`src/rtl/ram_access_sequencer.sv`:
```
// ram_access_sequencer
//   Sequences one job on a shared single-port RAM. The host first streams
//   IMG_WORDS words into the RAM (LOAD). The processor is then released and
//   owns the RAM until it raises End_of_process (RUN). Finally the RAM
//   contents are streamed back to the host one word per handshake
//   (DUMP_RD/DUMP_HOLD), and a one-cycle done pulse closes the job.
//
//   Optional build macro: RAM_SEQ_WATCHDOG_EN
//     When defined, RUN is bounded to WDT_CYCLES clock cycles. On expiry
//     the processor is held, error is set (sticky until reset or the next
//     start) and the dump proceeds as usual. When undefined, error is tied
//     low and RUN waits for proc_eop indefinitely.
//
//   state     | meaning
//   ----------+--------------------------------------------------------
//   IDLE      | waiting for start, RAM port parked at zero
//   LOAD      | host image words written to RAM at address cnt
//   RUN       | processor released, RAM port mirrors the proc_* request
//   DUMP_RD   | RAM read issued at address cnt
//   DUMP_HOLD | read word captured and offered to the host until accepted
//   DONE      | done pulse for one cycle, then back to IDLE

module ram_access_sequencer #(
  parameter int IMG_WORDS  = 4096,
  parameter int WDT_CYCLES = 1000000
) (
  input  logic        clk,
  input  logic        rst_n,
  input  logic        start,
  input  logic [15:0] host_wdata,
  input  logic        host_wvalid,
  output logic        host_wready,
  output logic [15:0] host_rdata,
  output logic        host_rvalid,
  input  logic        host_rready,
  input  logic [15:0] proc_addr,
  input  logic [15:0] proc_wdata,
  input  logic        proc_we,
  input  logic        proc_en,
  input  logic        proc_eop,
  output logic        proc_run,
  output logic [15:0] proc_rdata,
  output logic [15:0] ram_addr,
  output logic [15:0] ram_wdata,
  output logic        ram_we,
  output logic        ram_en,
  input  logic [15:0] ram_rdata,
  output logic        busy,
  output logic        done,
  output logic        error
);

  // Reject parameter values the 16-bit address space and the watchdog
  // counter cannot represent.
  if (IMG_WORDS < 1 || IMG_WORDS > 65536) begin : g_bad_img_words
    $error("ram_access_sequencer: IMG_WORDS must be in 1..65536");
  end
  if (WDT_CYCLES < 1) begin : g_bad_wdt_cycles
    $error("ram_access_sequencer: WDT_CYCLES must be at least 1");
  end

  typedef enum logic [2:0] {
    IDLE      = 3'd0,
    LOAD      = 3'd1,
    RUN       = 3'd2,
    DUMP_RD   = 3'd3,
    DUMP_HOLD = 3'd4,
    DONE      = 3'd5
  } state_t;

  // cnt is one bit wider than the address so IMG_WORDS=65536 has a
  // representable last index (0xFFFF) without any wrap arithmetic.
  localparam logic [16:0] LAST_IDX = 17'(IMG_WORDS - 1);

  state_t      state;
  logic [16:0] cnt;
  logic        rd_captured;
  // Set when proc_eop was already high as RUN was entered; a stale level
  // from an earlier job must fall before it can end this RUN phase.
  logic        eop_stale;
  logic        eop_exit;
  logic        wdt_expire;

  assign eop_exit = proc_eop && !eop_stale;

`ifdef RAM_SEQ_WATCHDOG_EN
  localparam int               WDT_W    = $clog2(WDT_CYCLES + 1);
  localparam logic [WDT_W-1:0] WDT_LAST = WDT_W'(WDT_CYCLES - 1);

  logic [WDT_W-1:0] wdt_cnt;

  // wdt_cnt counts completed RUN cycles; the last allowed cycle ends RUN.
  assign wdt_expire = (wdt_cnt == WDT_LAST);
`else
  assign wdt_expire = 1'b0;
  assign error      = 1'b0;
`endif

  // Job sequencing FSM with all status/handshake outputs registered.
  always_ff @(posedge clk or negedge rst_n) begin
    if (!rst_n) begin
      state       <= IDLE;
      cnt         <= '0;
      rd_captured <= 1'b0;
      eop_stale   <= 1'b0;
      proc_run    <= 1'b0;
      host_wready <= 1'b0;
      host_rvalid <= 1'b0;
      host_rdata  <= '0;
      busy        <= 1'b0;
      done        <= 1'b0;
`ifdef RAM_SEQ_WATCHDOG_EN
      wdt_cnt     <= '0;
      error       <= 1'b0;
`endif
    end else begin
      done <= 1'b0;
      case (state)
        IDLE: begin
          if (start) begin
            state       <= LOAD;
            cnt         <= '0;
            host_wready <= 1'b1;
            busy        <= 1'b1;
`ifdef RAM_SEQ_WATCHDOG_EN
            error       <= 1'b0;
`endif
          end
        end

        LOAD: begin
          if (host_wvalid) begin
            if (cnt == LAST_IDX) begin
              state       <= RUN;
              cnt         <= '0;
              host_wready <= 1'b0;
              proc_run    <= 1'b1;
              eop_stale   <= proc_eop;
`ifdef RAM_SEQ_WATCHDOG_EN
              wdt_cnt     <= '0;
`endif
            end else begin
              cnt <= cnt + 17'd1;
            end
          end
        end

        RUN: begin
          if (eop_exit || wdt_expire) begin
            state     <= DUMP_RD;
            proc_run  <= 1'b0;
            eop_stale <= 1'b0;
`ifdef RAM_SEQ_WATCHDOG_EN
            if (!eop_exit) begin
              error <= 1'b1;
            end
`endif
          end else begin
            if (!proc_eop) begin
              eop_stale <= 1'b0;
            end
`ifdef RAM_SEQ_WATCHDOG_EN
            wdt_cnt <= wdt_cnt + 1'b1;
`endif
          end
        end

        DUMP_RD: begin
          state       <= DUMP_HOLD;
          rd_captured <= 1'b0;
        end

        // The RAM word read in DUMP_RD is valid during the first HOLD
        // cycle; it is latched once so host_rdata cannot change while the
        // host stalls.
        DUMP_HOLD: begin
          if (!rd_captured) begin
            host_rdata  <= ram_rdata;
            host_rvalid <= 1'b1;
            rd_captured <= 1'b1;
          end else if (host_rready) begin
            host_rvalid <= 1'b0;
            if (cnt < LAST_IDX) begin
              cnt   <= cnt + 17'd1;
              state <= DUMP_RD;
            end else begin
              cnt   <= '0;
              state <= DONE;
              done  <= 1'b1;
            end
          end
        end

        DONE: begin
          state <= IDLE;
          busy  <= 1'b0;
        end

        default: begin
          state <= IDLE;
        end
      endcase
    end
  end

  // RAM port ownership: host in LOAD/DUMP_RD, processor in RUN, parked
  // at zero otherwise (including during reset, since state is IDLE).
  always_comb begin
    ram_en     = 1'b0;
    ram_we     = 1'b0;
    ram_addr   = '0;
    ram_wdata  = '0;
    proc_rdata = '0;
    case (state)
      LOAD: begin
        if (host_wvalid) begin
          ram_en    = 1'b1;
          ram_we    = 1'b1;
          ram_addr  = cnt[15:0];
          ram_wdata = host_wdata;
        end
      end
      RUN: begin
        ram_en     = proc_en;
        ram_we     = proc_we;
        ram_addr   = proc_addr;
        ram_wdata  = proc_wdata;
        proc_rdata = ram_rdata;
      end
      DUMP_RD: begin
        ram_en   = 1'b1;
        ram_addr = cnt[15:0];
      end
      default: begin
      end
    endcase
  end

endmodule
```
`config.mk`:
```
export PLATFORM = sky130hd
export DESIGN_NAME = ram_access_sequencer
export DESIGN_NICKNAME = d
export VERILOG_FILES = /design/src/rtl/ram_access_sequencer.sv
export SDC_FILE = /design/constraint.sdc
export NUM_CORES = 1
export LEC_CHECK = 0
export ABC_AREA = 1
export BUFFER_PORTS_ARGS = -buffer_cell sky130_fd_sc_hd__buf_4
export CORE_MARGIN = 1.5
export CORE_UTILIZATION = 50
export DETAILED_ROUTE_END_ITERATION = 16
export PLACE_DENSITY = 0.95
export SLEW_MARGIN = 20
export SYNTH_ARGS = -nofsm -noshare
export SYNTH_HDL_FRONTEND = slang
export SYNTH_SLANG_ARGS = --single-unit
```
`constraint.sdc`:
```
create_clock -name clk -period 2.95 [get_ports clk]
set_input_delay 0.4425 -clock clk [delete_from_list [all_inputs] [get_ports clk]]
set_output_delay 0.4425 -clock clk [all_outputs]
set_load 0.005 [all_outputs]
```
# Yosys cells after proc, flatten, opt, wreduce, memory -nomap -nowiden

Cells that the tools add are included.

Word-level logic and storage cells: 87
Register bits after elaboration: 43
Input port bits: 72
Output and inout bits: 72

Eq/ne operators: 14
Magnitude comparators: 1
Add/subtract/negate cells: 1
Bitwise operators: 1
Reduce and logical (&&, ||, !) cells: 16
Multiplexer cells: 44

Operators with widths:

| cell                    | count |
|---|---|
| $mux W17                | 6 |
| $pmux W17 S3            | 1 |
| $mux W16                | 3 |
| $pmux W16 S3            | 1 |
| $pmux W16 S2            | 1 |
| $mux W3                 | 7 |
| $add A17 B1 Y17 const B | 1 |
| $eq A17 B12 Y1 const B  | 1 |
| $lt A17 B12 Y1 const B  | 1 |
| $mux W1                 | 17 |
| $pmux W3 S5             | 1 |
| $ne A2 B2 Y1 const B    | 7 |
| $pmux W1 S2             | 6 |
| $reduce_and A4 Y1       | 3 |
| $reduce_bool A2 Y1      | 4 |
| $eq A3 B2 Y1 const B    | 2 |
| $eq A3 B3 Y1 const B    | 2 |
| $reduce_and A2 Y1       | 3 |
| $reduce_and A6 Y1       | 1 |
| $reduce_and A5 Y1       | 1 |
| $eq A3 B1 Y1 const B    | 1 |
| $logic_not A3 Y1        | 1 |
| $ne A3 B3 Y1 const B    | 1 |
| $pmux W1 S3             | 1 |
| other kinds (4)         | 4 |

# Depth between registers and ports, before layout

Depth after elaboration: 5
Mapped depth: 11
Mapped depth without buffers: 11

# Least setup slack after synthesis

Ideal clock, no wire load.

Path type: register to output
From: reg state[2]
To: out ram_addr[0]
Arrival: 1383 ps
Buffers on the path: 1
Stages on the path, launching flop included: 7
Data required time: 2508 ps
Slack: 1124 ps
Path through: dfrtp_1 > inv_2 > nand3_2 > nor2_2 > nor2_2 > clkbuf_1 > o21ai_0

Word-level cells in the longest chain between the ends: 2
Elaborated cells on any way between the ends: 4
Classes of those cells: eq/ne: 3; mux: 1

Ends and longest elaborated chain:

| what                                         | line | text |
|---|---|---|
| from (decl)                                  | 75   | `state_t state;` |
| from (signal assigned)                       | 102  | `state <= IDLE;` |
| from (signal assigned)                       | 121  | `state <= LOAD;` |
| from (signal assigned)                       | 134  | `state <= RUN;` |
| $eq A3 B2 Y1 or $eq A3 B1 Y1 (tied branches) | 214  | `case (state)` |
| $pmux W16 S3 (*)                             | 214  |  |
| to (decl)                                    | 43   | `output logic [15:0] ram_addr,` |

Mark *: on every way between the ends. The rest lies on a longest branch, timed or not.

# Final worst setup path

From: reg state[2]
To: out ram_addr[12]

Same word-level chain as after synthesis.

==> flow_results.org <==
** Run status
- The run finished with clean final reports.

** Power and ir drop
- For this design the ratio of total power to cell area is 751 mW/mm².
- Switching power as a share of total power :: 42.9%
- The share of total power dissipated in the clock network is 13.8%.
- Largest vdd supply drop :: ~600 µV
- Final total power :: ~3.0 mW
- Fraction of power consumed by sequential logic :: 29.6%
- Static Leak :: 2.23 nW
- Net Sw Power :: 1.29 mW
- The internal power of the cells totals 1.72 mW.
- Logic pwr share :: 56.6%

** Final layout
- Of the cells placed in the final design, the portion with a size suffix greater than 1 is 31.1%.
- Once layout is complete, the cells apart from fillers number around 620.
- Commonest non-fill, non-tap cell in the layout :: sky130_fd_sc_hd__buf_4
- Filler cell count :: 418
- Area growth from synthesis to layout :: 43.1%
- For this run, the share of the core covered by cells in the final layout is 73.4%.
- At the end of the flow, the number of nets in the layout was 621.
- Post-layout instance area :: about 0.0040 mm²
- 0 antenna diodes ended up in the layout.
- In the layout the commonest cells are sky130_fd_sc_hd__buf_4 (145), sky130_fd_sc_hd__nand2_1 (113), sky130_fd_sc_hd__inv_1 (62), sky130_fd_sc_hd__o21ai_0 (45), sky130_fd_sc_hd__nor2_1 (44).

** Timing
- Unrepaired setup endpoints after global routing :: no
- The routed design could run at a clock period as short as ~2.6 ns.
- Setup violations remaining at the end of the flow were counted as 0.
- Transition time at the pin with the least slew margin :: 0.839 ns
- In the post-route analysis, the smallest setup slack over all paths is slightly below 0.4 ns.
- The count of pins over their slew limit is 0.
- Adding up every negative setup slack in the final design gives 0 ns.
- Number of failing hold endpoints at the final stage :: 0
- Worst Hold Margin :: 0.101 ns
- Share of the clock period used by the worst path after layout :: 86.7%
- Based on the critical path, the design can be clocked at up to 0.391 GHz.
- Headroom to the max-slew limit came out at 43.9%.
- For the final database, setup skew stands at 0.00843 ns.

** Placed design
- Number of instances in the placed design :: 613
- The placed instances occupy a cell area of 0.00392 mm².
- Detailed placement finished with a half-perimeter wire length of ~6 mm.
- Routability-driven placement finished with a final weighted congestion of 0.893.
- Pre-CTS setup slack :: 0.722 ns
- Port-buffer cells :: 142

** Detailed routing
- Aggregate routed wire length :: 8.03 mm
- After detailed routing, the average wire length per cell comes to 12.9 µm.
- Remaining number of nets flagged by the antenna check after routing :: 0
- In the routed design, unresolved DRC markers number 0.
- In the routed layout, each cell is associated on average with a via count of a little over 5.
- Number of detailed-routing iterations run before antenna repair :: 5
- The detailed router finished its first iteration with roughly 180 violations.
- Vias :: 3169

** Die
- Once the floorplan was initialized, standard cells occupied 51.3% of the core.
- The die covers 0.00607 mm².
- Horizontal die dimension :: 77.9 µm
- In this run the count of I/O pins placed on the die edge is 144.
- The die is between 70 and 80 µm tall.
- The total area inside the core boundary comes to 0.00547 mm².
- Row generation in the floorplan step produced 27 rows.

** Critical path
- CP Cell Sequence :: inv_2 > nand3_2 > nor2_2 > buf_4 > nor2_2 > o21ai_0 > buf_4
- Data required time of the worst path :: 2.51 ns
- Crit start category :: flop
- Of all nets on the critical path, the largest fanout is 18.
- Kind of critical path :: flop to output port
- The largest single stage delay on the critical path is 0.48 ns.
- The slowest stage of the critical path is the sky130_fd_sc_hd__nor2_2 cell.
- Signal arrival time at the worst endpoint :: 2.12 ns
- STA classifies the critical path endpoint as an output port.

** Logic synthesis
- Number of library cell types mapped by synthesis :: 28
- The synthesized design devotes to its leading area cell type between 30% and 40% of total area.
- Syn. warnings :: 0
- Summing the sequential cell areas from Yosys gives roughly two fifths of the chip area.
- Dominant combinational cell family by area after synthesis :: simple AND/OR/NAND/NOR gates
- After Yosys synthesis, XOR and XNOR cells account for 1.56% of the synthesized area.
- Synth Net Count :: between 400 and 500
- The synthesized netlist devotes 0.446% of its cell area to adder and majority cells.
- Total standard cell area after synthesis :: 0.00281 mm²
- The synthesized netlist devotes 14.0% of its cell area to compound gates.
- After synthesis, the cell types taking the most area are sky130_fd_sc_hd__dfrtp_1 (38%), sky130_fd_sc_hd__nand2_1 (15%), sky130_fd_sc_hd__inv_1 (8.3%), sky130_fd_sc_hd__o21ai_0 (8.0%), sky130_fd_sc_hd__nor2_1 (5.9%).
- Post-synthesis area per instance :: 6.85 µm²
- After synthesis, the share of cell area in mux cells is 0%.
- After synthesis the netlist holds a flip-flop and latch count of 43.
- Synthesis handed over a netlist of 410 instances.
- Biggest area consumer among synthesized cells :: sky130_fd_sc_hd__dfrtp_1
- After Yosys synthesis, and, or, nand and nor cells account for 34.0% of the synthesized area.

** Clock network
- Gates resized during post-CTS repair numbered 0.
- CTS tree :: yes
- Number of clock sinks seen by CTS :: 43
- The number of hold buffers added after CTS was 0.
- After clock tree synthesis, the clock-pin slew on the worst setup and hold paths is ~0.090 ns.
- Post-CTS timing repair inserted 0 buffers for setup.
- TritonCTS Buffers :: 5
- The tree is rooted in a sky130_fd_sc_hd__clkbuf_8.
- The later pin in the worst-skew pair is clocked with a latency of 0.31 ns.
- No sink is reached through more buffers than the 2 on the longest clock path.
- The H-tree generated during clock tree synthesis spans 2 levels.

** Run
- Max capacitance violation total :: 0

** Min path
- HP Class :: input pin to async pin

** Global route
- Initial antenna violation count :: 0
- For this run, the total global-route usage over all layers was measured as 27.3%.
- Entering global routing, the biggest net connects 44 pins.
- First-pass GRT wire length :: 13.4 mm
- The number of global-route vias before repair came to 3105.
- Remaining global-route overflow :: 0
-- Yosys cell counts --
cell type	count
sky130_fd_sc_hd__a21oi_1	2
sky130_fd_sc_hd__a22o_1	16
sky130_fd_sc_hd__buf_2	2
sky130_fd_sc_hd__buf_4	1
sky130_fd_sc_hd__buf_6	2
sky130_fd_sc_hd__clkbuf_1	9
sky130_fd_sc_hd__conb_1	1
sky130_fd_sc_hd__dfrtp_1	43
sky130_fd_sc_hd__ha_1	1
sky130_fd_sc_hd__inv_1	62
sky130_fd_sc_hd__inv_2	5
sky130_fd_sc_hd__nand2_1	113
sky130_fd_sc_hd__nand2_2	1
sky130_fd_sc_hd__nand2_4	2
sky130_fd_sc_hd__nand3_1	22
sky130_fd_sc_hd__nand3_2	2
sky130_fd_sc_hd__nand3_4	1
sky130_fd_sc_hd__nand4_1	16
sky130_fd_sc_hd__nor2_1	44
sky130_fd_sc_hd__nor2_2	3
sky130_fd_sc_hd__nor2_4	3
sky130_fd_sc_hd__nor3_1	5
sky130_fd_sc_hd__nor3_2	1
sky130_fd_sc_hd__o21ai_0	45
sky130_fd_sc_hd__o21ai_1	2
sky130_fd_sc_hd__o21bai_1	1
sky130_fd_sc_hd__xnor2_1	1
sky130_fd_sc_hd__xor2_1	4
-- cell type report --
class	count	area, µm²	share of cell area (%)
well taps	72	90.1	2.24
repair buffers	145	1090	27.1
clock inverters	2	16.3	0.405
inverters	67	251	6.26
multi-input cells	286	1410	35.2
clock buffers	6	82.6	2.06
flip-flops and latches	43	1080	26.8
-- path summary, 6_finish.rpt --
kind,to,cells after the start,slack (ns),from
min,cnt[10]$_DFFE_PN0P_,1,0.10,rst_n
max,ram_addr[12],7,0.39,state[2]$_DFFE_PN0P_
max reg2reg,cnt[0]$_DFFE_PN0P_,10,0.65,state[2]$_DFFE_PN0P_
min reg2reg,host_rvalid$_DFFE_PN0P_,2,0.49,host_rvalid$_DFFE_PN0P_
max in group asynchronous,busy$_DFFE_PN0P_,1,2.47,rst_n
min in group clk,host_wready$_DFFE_PN0P_,3,0.37,start
-- metal layers --
layer | share of wire [%] | wire (µm) | track usage, % | up-vias
li1 | - | - | - | 1582
met1 | 40 | 3210 | 32.4 | 1426
met2 | 49 | 3950 | 46.7 | 143
met3 | 8.4 | 672 | 7.18 | 18
met4 | 2.5 | 197 | 11.4 | 0
met5 | 0 | 0 | 0 | -
-- critical path, delay by kind of cell (launching register included) --
| kind | cells | cell delay, ns |
|---|---|---|
| AOI/OAI and AO/OA | 1 | 0.17 |
| and+or+nand+nor | 3 | 0.69 |
| buffers and inverters | 3 | 0.47 |
| DFF | 1 | 0.47 |
-- power by group through the flow --
stage          sequential, mW  combinational (mW)  clock [mW]
4_1_cts                 0.893                1.71       0.416
3_3_place_gp            0.888                1.64           0
2_1_floorplan           0.886               0.945           0
3_5_place_dp            0.895                1.71           0
6_report                0.894                1.71       0.415
5_1_grt                 0.917                1.90       0.444
-- cell families after synthesis --
group,count (synthesis)
flops,43
xor+xnor,5
buf+inv,81
other cells,1
fa+ha+maj,1
simple gates,213
compound gates,66
-- registers in the layout, summed over array words and instances, names as in the netlist --
name	flops
done	1
host_rvalid	1
state	3
busy	1
host_wready	1
proc_run	1
rd_captured	1
host_rdata	16
cnt	17
eop_stale	1
Note: power is estimated with default switching activity, not from simulation.
